### config.mk
export PLATFORM = sky130hd
export DESIGN_NAME = pkt_rx_deframer
export DESIGN_NICKNAME = d
export VERILOG_FILES = /design/src/rtl/coding_pkg.sv /design/src/rtl/tbeb_decoder.sv /design/src/rtl/pkt_rx_deframer.sv
export SDC_FILE = /design/constraint.sdc
export NUM_CORES = 1
export LEC_CHECK = 0
export BUFFER_PORTS_ARGS = -buffer_cell sky130_fd_sc_hd__buf_2
export CAP_MARGIN = 20
export CELL_PAD_IN_SITES_DETAIL_PLACEMENT = 1
export CELL_PAD_IN_SITES_GLOBAL_PLACEMENT = 2
export CORE_ASPECT_RATIO = 1.75
export CORE_MARGIN = 4
export CORE_UTILIZATION = 41
export CTS_CLUSTER_DIAMETER = 50
export CTS_CLUSTER_SIZE = 28
export DETAILED_ROUTE_END_ITERATION = 16
export GPL_TIMING_DRIVEN = 0
export PLACE_DENSITY_LB_ADDON = 0.15
export SLEW_MARGIN = 15
export SYNTH_ARGS = -nofsm -noshare
export SYNTH_HDL_FRONTEND = slang
export SYNTH_SLANG_ARGS = --single-unit
### constraint.sdc
create_clock -name clk -period 2.8 [get_ports clk]
set_input_delay 0.56 -clock clk [delete_from_list [all_inputs] [get_ports clk]]
set_output_delay 0.56 -clock clk [all_outputs]
set_load 0.03 [all_outputs]
### src/rtl/coding_pkg.sv
// ============================================================================
//  Module      : coding_pkg
//  Description : Shared 8b/10b link constants, receive FSM states, encoder
//                and CRC-32 helpers for the packet receive path.
//  Revision    : 1.0  initial release
// ============================================================================
`default_nettype none

package coding_pkg;

    localparam logic [7:0]  K28_1        = 8'h3C;
    localparam logic [7:0]  K28_5        = 8'hBC;
    localparam logic [7:0]  K23_7        = 8'hF7;
    localparam logic [31:0] CRC32_POLY_R = 32'hEDB88320;

    typedef enum logic [2:0] {
        HUNT = 3'd0,
        SYNC = 3'd1,
        DATA = 3'd2,
        CRC  = 3'd3,
        END  = 3'd4
    } rx_state_e;

    // 5b/6b code (abcdei) as sent at negative running disparity
    function automatic logic [5:0] enc6_neg(input logic [4:0] x);
        logic [5:0] c;
        case (x)
            5'd0:  c = 6'b100111;  5'd1:  c = 6'b011101;
            5'd2:  c = 6'b101101;  5'd3:  c = 6'b110001;
            5'd4:  c = 6'b110101;  5'd5:  c = 6'b101001;
            5'd6:  c = 6'b011001;  5'd7:  c = 6'b111000;
            5'd8:  c = 6'b111001;  5'd9:  c = 6'b100101;
            5'd10: c = 6'b010101;  5'd11: c = 6'b110100;
            5'd12: c = 6'b001101;  5'd13: c = 6'b101100;
            5'd14: c = 6'b011100;  5'd15: c = 6'b010111;
            5'd16: c = 6'b011011;  5'd17: c = 6'b100011;
            5'd18: c = 6'b010011;  5'd19: c = 6'b110010;
            5'd20: c = 6'b001011;  5'd21: c = 6'b101010;
            5'd22: c = 6'b011010;  5'd23: c = 6'b111010;
            5'd24: c = 6'b110011;  5'd25: c = 6'b100110;
            5'd26: c = 6'b010110;  5'd27: c = 6'b110110;
            5'd28: c = 6'b001110;  5'd29: c = 6'b101110;
            5'd30: c = 6'b011110;  default: c = 6'b101011;
        endcase
        return c;
    endfunction

    // Full 8b/10b encode of {k, b} at running disparity rd (1 = positive)
    function automatic logic [9:0] tbeb_encode(input logic k, input logic [7:0] b, input logic rd);
        logic [4:0] x;
        logic [2:0] y;
        logic [5:0] c6;
        logic [3:0] c4;
        logic       unb6;
        logic       rd1;
        logic       a7;
        x    = b[4:0];
        y    = b[7:5];
        c6   = (k && x == 5'd28) ? 6'b001111 : enc6_neg(x);
        unb6 = ($countones(c6) != 3);
        if (rd && (unb6 || (!k && x == 5'd7)))
            c6 = ~c6;
        rd1  = unb6 ? ~rd : rd;
        // Alternate x.7 avoids a run of five identical bits across the sub-blocks
        a7   = (!rd1 && (x == 5'd17 || x == 5'd18 || x == 5'd20)) ||
               ( rd1 && (x == 5'd11 || x == 5'd13 || x == 5'd14));
        if (k && x == 5'd28) begin
            case (y)
                3'd0: c4 = 4'b1011;  3'd1: c4 = 4'b0110;
                3'd2: c4 = 4'b1010;  3'd3: c4 = 4'b1100;
                3'd4: c4 = 4'b1101;  3'd5: c4 = 4'b0101;
                3'd6: c4 = 4'b1001;  default: c4 = 4'b0111;
            endcase
        end else if (k) begin
            c4 = 4'b0111;
        end else begin
            case (y)
                3'd0: c4 = 4'b1011;  3'd1: c4 = 4'b1001;
                3'd2: c4 = 4'b0101;  3'd3: c4 = 4'b1100;
                3'd4: c4 = 4'b1101;  3'd5: c4 = 4'b1010;
                3'd6: c4 = 4'b0110;  default: c4 = a7 ? 4'b0111 : 4'b1110;
            endcase
        end
        if (rd1 && (k || y == 3'd0 || y == 3'd3 || y == 3'd4 || y == 3'd7))
            c4 = ~c4;
        return {c6, c4};
    endfunction

    // One byte of reflected CRC-32, LSB first
    function automatic logic [31:0] crc32_byte(input logic [31:0] crc, input logic [7:0] d);
        logic [31:0] c;
        c = crc ^ {24'h000000, d};
        for (int i = 0; i < 8; i++)
            c = c[0] ? ((c >> 1) ^ CRC32_POLY_R) : (c >> 1);
        return c;
    endfunction

endpackage

`default_nettype wire

### src/rtl/tbeb_decoder.sv
// ============================================================================
//  Module      : tbeb_decoder
//  Description : Combinational 10b -> {k, byte} decode with code validity,
//                disparity check and next running disparity.
//  Revision    : 1.0  initial release
// ============================================================================
`default_nettype none

module tbeb_decoder
    import coding_pkg::*;
(
    input  logic [9:0] i_symbol,
    input  logic       i_rd,
    output logic       o_k,
    output logic [7:0] o_byte,
    output logic       o_code_err,
    output logic       o_disp_err,
    output logic       o_rd_next
);

    logic [5:0] w_six;
    logic [3:0] w_four;
    logic [3:0] w_f4;
    logic [4:0] w_x;
    logic [2:0] w_y;
    logic       w_k28;
    logic       w_kx7;
    logic       w_k;
    logic [7:0] w_byte;
    logic [9:0] w_enc_neg;
    logic [9:0] w_enc_pos;
    logic       w_valid;
    logic [3:0] w_ones;

    function automatic logic [4:0] dec6(input logic [5:0] six);
        logic [4:0] x;
        logic [5:0] c;
        logic [5:0] alt;
        x = 5'd0;
        for (int i = 0; i < 32; i++) begin
            c   = enc6_neg(5'(i));
            alt = ($countones(c) != 3 || i == 7) ? ~c : c;
            if (six == c || six == alt)
                x = 5'(i);
        end
        return x;
    endfunction

    assign w_six  = i_symbol[9:4];
    assign w_four = i_symbol[3:0];
    assign w_k28  = (w_six == 6'b001111) || (w_six == 6'b110000);
    assign w_x    = w_k28 ? 5'd28 : dec6(w_six);
    assign w_f4   = (w_six == 6'b110000) ? ~w_four : w_four;

    always_comb begin
        w_y = 3'd0;
        if (w_k28) begin
            case (w_f4)
                4'b0100: w_y = 3'd0;
                4'b1001: w_y = 3'd1;
                4'b0101: w_y = 3'd2;
                4'b0011: w_y = 3'd3;
                4'b0010: w_y = 3'd4;
                4'b1010: w_y = 3'd5;
                4'b0110: w_y = 3'd6;
                4'b1000: w_y = 3'd7;
                default: w_y = 3'd0;
            endcase
        end else begin
            case (w_four)
                4'b1011, 4'b0100:                   w_y = 3'd0;
                4'b1001:                            w_y = 3'd1;
                4'b0101:                            w_y = 3'd2;
                4'b1100, 4'b0011:                   w_y = 3'd3;
                4'b1101, 4'b0010:                   w_y = 3'd4;
                4'b1010:                            w_y = 3'd5;
                4'b0110:                            w_y = 3'd6;
                4'b1110, 4'b0001, 4'b0111, 4'b1000: w_y = 3'd7;
                default:                            w_y = 3'd0;
            endcase
        end
    end

    assign w_kx7  = !w_k28 && (w_four == 4'b0111 || w_four == 4'b1000) &&
                    (w_x == 5'd23 || w_x == 5'd27 || w_x == 5'd29 || w_x == 5'd30);
    assign w_k    = w_k28 || w_kx7;
    assign w_byte = {w_y, w_x};

    // A symbol is legal only if re-encoding the candidate reproduces it exactly
    assign w_enc_neg = tbeb_encode(w_k, w_byte, 1'b0);
    assign w_enc_pos = tbeb_encode(w_k, w_byte, 1'b1);
    assign w_valid   = (i_symbol == w_enc_neg) || (i_symbol == w_enc_pos);
    assign w_ones    = 4'($countones(i_symbol));

    assign o_k        = w_k;
    assign o_byte     = w_byte;
    assign o_code_err = !w_valid;
    assign o_disp_err = w_valid && (i_symbol != (i_rd ? w_enc_pos : w_enc_neg));
    assign o_rd_next  = !w_valid            ? i_rd :
                        (w_ones > 4'd5)     ? 1'b1 :
                        (w_ones < 4'd5)     ? 1'b0 : i_rd;

endmodule

`default_nettype wire

### src/rtl/pkt_rx_deframer.sv
// ============================================================================
//  Module      : pkt_rx_deframer
//  Description : 8b/10b packet receiver: decodes symbols, strips sync/CRC
//                framing, forwards payload and reports CRC-32 result.
//  Revision    : 1.0  initial release
// ============================================================================
`default_nettype none

module pkt_rx_deframer
    import coding_pkg::*;
#(
    parameter int          SYNC_LEN    = 4,
    parameter int          MAX_PAYLOAD = 1024,
    parameter logic [31:0] CRC_INIT    = 32'hFFFFFFFF
) (
    input  logic       clk,
    input  logic       reset,
    input  logic       pushin,
    input  logic       startin,
    input  logic [9:0] datain,
    output logic       pushout,
    output logic [7:0] dataout,
    output logic       startout,
    output logic       endout,
    output logic       crc_ok,
    output logic       frame_err,
    output logic       code_err,
    output logic       disp_err
);

    localparam int                  c_SYNC_W    = $clog2(SYNC_LEN + 1);
    localparam int                  c_LEN_W     = $clog2(MAX_PAYLOAD + 1);
    localparam logic [c_SYNC_W-1:0] c_SYNC_FULL = c_SYNC_W'(SYNC_LEN);
    localparam logic [c_LEN_W-1:0]  c_LEN_MAX   = c_LEN_W'(MAX_PAYLOAD);

    rx_state_e           r_state;
    logic                r_rd;
    logic [c_SYNC_W-1:0] r_sync_cnt;
    logic [c_LEN_W-1:0]  r_len;
    logic [1:0]          r_idx;
    logic [31:0]         r_crc;
    logic [31:0]         r_rx_crc;
    logic                r_pushout;
    logic [7:0]          r_dataout;
    logic                r_startout;
    logic                r_endout;
    logic                r_crc_ok;
    logic                r_frame_err;
    logic                r_code_err;
    logic                r_disp_err;

    logic       w_k;
    logic [7:0] w_byte;
    logic       w_code_err;
    logic       w_disp_err;
    logic       w_rd_next;
    logic       w_is_d;
    logic       w_is_k281;
    logic       w_is_k285;
    logic       w_is_k237;
    logic       w_abort;
    logic       w_sync_full;
    logic       w_unused;

    assign w_unused = startin;

    tbeb_decoder u_dec (
        .i_symbol   (datain),
        .i_rd       (r_rd),
        .o_k        (w_k),
        .o_byte     (w_byte),
        .o_code_err (w_code_err),
        .o_disp_err (w_disp_err),
        .o_rd_next  (w_rd_next)
    );

    assign w_is_d      = !w_code_err && !w_k;
    assign w_is_k281   = !w_code_err && w_k && (w_byte == K28_1);
    assign w_is_k285   = !w_code_err && w_k && (w_byte == K28_5);
    assign w_is_k237   = !w_code_err && w_k && (w_byte == K23_7);
    assign w_abort     = (r_state != HUNT) && (w_code_err || w_disp_err);
    assign w_sync_full = (r_sync_cnt == c_SYNC_FULL);

    always_ff @(posedge clk or negedge reset) begin
        if (!reset) begin
            r_state     <= HUNT;
            r_rd        <= 1'b0;
            r_sync_cnt  <= '0;
            r_len       <= '0;
            r_idx       <= 2'd0;
            r_crc       <= CRC_INIT;
            r_rx_crc    <= 32'h0;
            r_pushout   <= 1'b0;
            r_dataout   <= 8'h00;
            r_startout  <= 1'b0;
            r_endout    <= 1'b0;
            r_crc_ok    <= 1'b0;
            r_frame_err <= 1'b0;
            r_code_err  <= 1'b0;
            r_disp_err  <= 1'b0;
        end else begin
            r_pushout   <= 1'b0;
            r_startout  <= 1'b0;
            r_endout    <= 1'b0;
            r_crc_ok    <= 1'b0;
            r_frame_err <= 1'b0;
            r_code_err  <= 1'b0;
            r_disp_err  <= 1'b0;
            if (pushin) begin
                r_code_err <= w_code_err;
                r_disp_err <= w_disp_err;
                r_rd       <= w_rd_next;
                if (w_abort) begin
                    r_frame_err <= 1'b1;
                    r_state     <= HUNT;
                end else begin
                    unique case (r_state)
                        HUNT: begin
                            if (w_is_k281) begin
                                r_state    <= SYNC;
                                r_sync_cnt <= c_SYNC_W'(1);
                                r_crc      <= CRC_INIT;
                            end
                        end
                        SYNC: begin
                            if (w_is_k281) begin
                                if (!w_sync_full)
                                    r_sync_cnt <= r_sync_cnt + 1'b1;
                            end else if (w_is_d && w_sync_full) begin
                                r_state    <= DATA;
                                r_pushout  <= 1'b1;
                                r_startout <= 1'b1;
                                r_dataout  <= w_byte;
                                r_crc      <= crc32_byte(r_crc, w_byte);
                                r_len      <= c_LEN_W'(1);
                            end else if (w_is_k237 && w_sync_full) begin
                                r_state <= CRC;
                                r_idx   <= 2'd0;
                            end else begin
                                r_frame_err <= 1'b1;
                                r_state     <= HUNT;
                            end
                        end
                        DATA: begin
                            if (w_is_d && r_len != c_LEN_MAX) begin
                                r_pushout <= 1'b1;
                                r_dataout <= w_byte;
                                r_crc     <= crc32_byte(r_crc, w_byte);
                                r_len     <= r_len + 1'b1;
                            end else if (w_is_k237) begin
                                r_state <= CRC;
                                r_idx   <= 2'd0;
                            end else begin
                                r_frame_err <= 1'b1;
                                r_state     <= HUNT;
                            end
                        end
                        CRC: begin
                            if (w_is_d) begin
                                r_rx_crc[{r_idx, 3'b000} +: 8] <= w_byte;
                                r_idx <= r_idx + 2'd1;
                                if (r_idx == 2'd3)
                                    r_state <= END;
                            end else begin
                                r_frame_err <= 1'b1;
                                r_state     <= HUNT;
                            end
                        end
                        END: begin
                            if (w_is_k285) begin
                                r_endout <= 1'b1;
                                r_crc_ok <= (r_rx_crc == ~r_crc);
                            end else begin
                                r_frame_err <= 1'b1;
                            end
                            r_state <= HUNT;
                        end
                        default: r_state <= HUNT;
                    endcase
                end
            end
        end
    end

    assign pushout   = r_pushout;
    assign dataout   = r_dataout;
    assign startout  = r_startout;
    assign endout    = r_endout;
    assign crc_ok    = r_crc_ok;
    assign frame_err = r_frame_err;
    assign code_err  = r_code_err;
    assign disp_err  = r_disp_err;

endmodule

`default_nettype wire

==> results.cfg <==
[synth]
synth_top_area_share_pct = 18.9
synthArstFlopShare_pct = 100
yosysWarnings = 0
syn-num-nets = 1001
synthFlopType = dfrtp_1
ys_types = 98
synthTopCellsByArea = dfrtp_1, dfstp_2, xnor2_1
synth-seq-cells = 99
syn_inst = 956
synth_edf_count = 0
syn_avg_cell_area_um2 = 9.29
yosysTopAreaCell = dfrtp_1
seq_area_frac_synth_pct = 28.3
synth_area_um2 = 8880

[final_layout]
area_delta_synth_final_pct = 35.4
antenna_cells = 0
layout-drive-gt1-share_pct = 38.3
layout.cells.most_common_list = nor2_1, xnor2_1, buf_4, dfrtp_1, xor2_1
fin_nets = 1133
instances_no_fill = 1385

[clock_tree]
clkLatencyLatePin_ns = 0.37
clk_path_buf_depth = 2
cts.sinks = 99
path_clk_slew_ns = 0.08
root_buffer = clkbuf_16
cts_tree = yes
cts_buffers = 9
htreeDepth = 3

[placement]
gp_congestion = 0.868
io_buffers = 23
place_ws_ns = -6.98
hpwl_mm = 23.9
dp.cells = 1272

[detailed_routing]
drt-vias-per-instance = 6.05
drt-initial-drc-count = 509
dr.max_layer_used = met4
drc = 0
vias = 8384
wl_met3_um = 709
drt-pass1-iter-count = 5
antenna_left = 0
met1_length_mm = 12.6
wl_met2_mm = 19.3
wl_mm = 34.7
routedWlPerCell_um = 25.1

[die]
dieWidth_um = 119
coreArea_um2 = 21400
row_count = 71
initial_core_util_pct = 41.5
die_h_um = 203
die_area_um2 = 24200
ios = 29

[worst_setup_path]
cp-start-kind = input port
slowest_delay_ns = 0.56
slowest_stage = fa_1
cp-end-kind = flip-flop
crit_arrival_ns = 7.87
crit_required_ns = 3.10
critical_path_class = input port to flip-flop
path_max_fanout = 9

[timing]
tightestPinTransition_ns = 1.09
worst_slack_ns = -4.77
skew_ns = 0.0117
fin_crit_sh_pct = 270
period_needed_ns = 7.57
hold_violations = 0
drv_slew = 0
slew_headroom_pct = 26.7
finalSetupTns_ns = -461.99
rsz0062_at_grt = yes
finalSetupViolCount = 99
clock.fmax_mhz = 132

[grt]
grt_max_degree = 78
track_usage_pct = 27.8
grt-ovfl-total = 0
grt_pass1_vias = 9018
antenna_found_initial = 0
grt_pass1_wl_mm = 52.4

[status]
status = finished, violations left
violations = setup timing

[power_and_ir_drop]
peakVddDrop_uv = 615
p_leak_nw = 4.99
power.density_nw_per_um2 = 643

[worst_hold_path]
worstHoldPathType = input port to asynchronous set/reset pin

[flow_run]
max_cap_violations = 0
area by class of cell:
cell class	instances	area (µm²)
multi-input combinational	756	6810
inverter	38	148
clock inverter	7	75.1
fill	2316	9380
timing repair buffer	129	1310
buffer	55	583
sequential	99	2520
clock buffer	9	225
tap	292	365
per-layer routing:
metal | track usage [%] | up-vias
met2 | 54.9 | 220
met3 | 2.26 | 115
met1 | 28.5 | 4262
met4 | 13.8 | 0
met5 | 0 | -
li1 | - | 3787
metrics by stage:
step	hold WS (ns)	utilization, %	cell area [µm²]	power, mW
after floorplan	0.264	-	9150	4.71
after global placement	0.488	45.0	9630	5.56
after detailed placement	0.442	45.2	9670	5.65
after CTS	0.0476	53.7	11500	7.55
after global routing	0.0605	56.2	12000	8.11
final	0.0493	56.2	12000	7.74
cells by family after synthesis:
family / share of synthesized area, %
and+or+nand+nor: 17.6
AOI/OAI and AO/OA: 23.5
xor gates and xnor gates: 12.9
buffers and inverters: 5.55
DFF: 28.3
muxes: 6.96
adders and majority gates: 5.13
critical path, delay by kind of cell:
kind                       cells  cell delay (ns)
AOI/OAI and AO/OA             12             2.47
and+or+nand+nor                8             1.30
adders and majority gates      5             1.86
buffers and inverters         14             1.64
state kept, by name (all words and copies together) (netlist names):
register / count
r_idx: 2
disp_err: 1
r_rd: 1
r_rx_crc: 32
pushout: 1
dataout: 8
startout: 1
endout: 1
r_crc: 32
crc_ok: 1
r_state: 3
frame_err: 1
r_len: 11
r_sync_cnt: 3
code_err: 1
Yosys cell counts (all sizes together) (9+ instances only):
master,n
a211oi,10
a21oi,31
a2bb2oi,34
a31oi,12
and3,13
buf,43
clkbuf,20
dfrtp,67
dfstp,32
fa,9
ha,22
inv,37
mux2,42
mux2i,10
nand2,55
nand3,27
nand4,18
nor2,91
nor2b,11
nor3,22
nor4,15
o211ai,12
o21ai,36
o221ai,9
o22ai,12
or3,9
xnor2,76
xor2,51
where the power goes:
group / internal (mW) / switching (mW) / leakage, nW
clock network: 0.700 / 0.608 / 0.144
registers: 1.63 / 0.194 / 1.24
logic: 1.90 / 2.71 / 3.61
total: 4.23 / 3.51 / 4.99
path summary, 6_finish.rpt:
| kind | cells after the start | startpoint | end | slack, ns |
|---|---|---|---|---|
| setup / recovery | 39 | datain[8] | r_crc[24] | -4.77 |
| hold / removal | 1 | reset | code_err | 0.05 |
| setup reg to reg | 10 | r_state[2] | r_len[7] | -0.29 |
| hold reg to reg | 1 | dataout[5] | dataout[5] | 0.52 |
| max in group asynchronous | 2 | reset | r_crc[19] | 2.03 |
| min in group clk | 1 | dataout[5] | dataout[5] | 0.52 |
timing repair:
| item | CTS | global route |
|---|---|---|
| endpoints found under the setup margin | 99 | 99 |
| pin swaps | 52 | 56 |
| buffers inserted | 74 | 29 |
| resized for setup | 174 | 88 |
| hold buffers | 0 | 0 |
| gates cloned | 4 | 1 |
No activity file was read; power rests on OpenSTA's default activity.
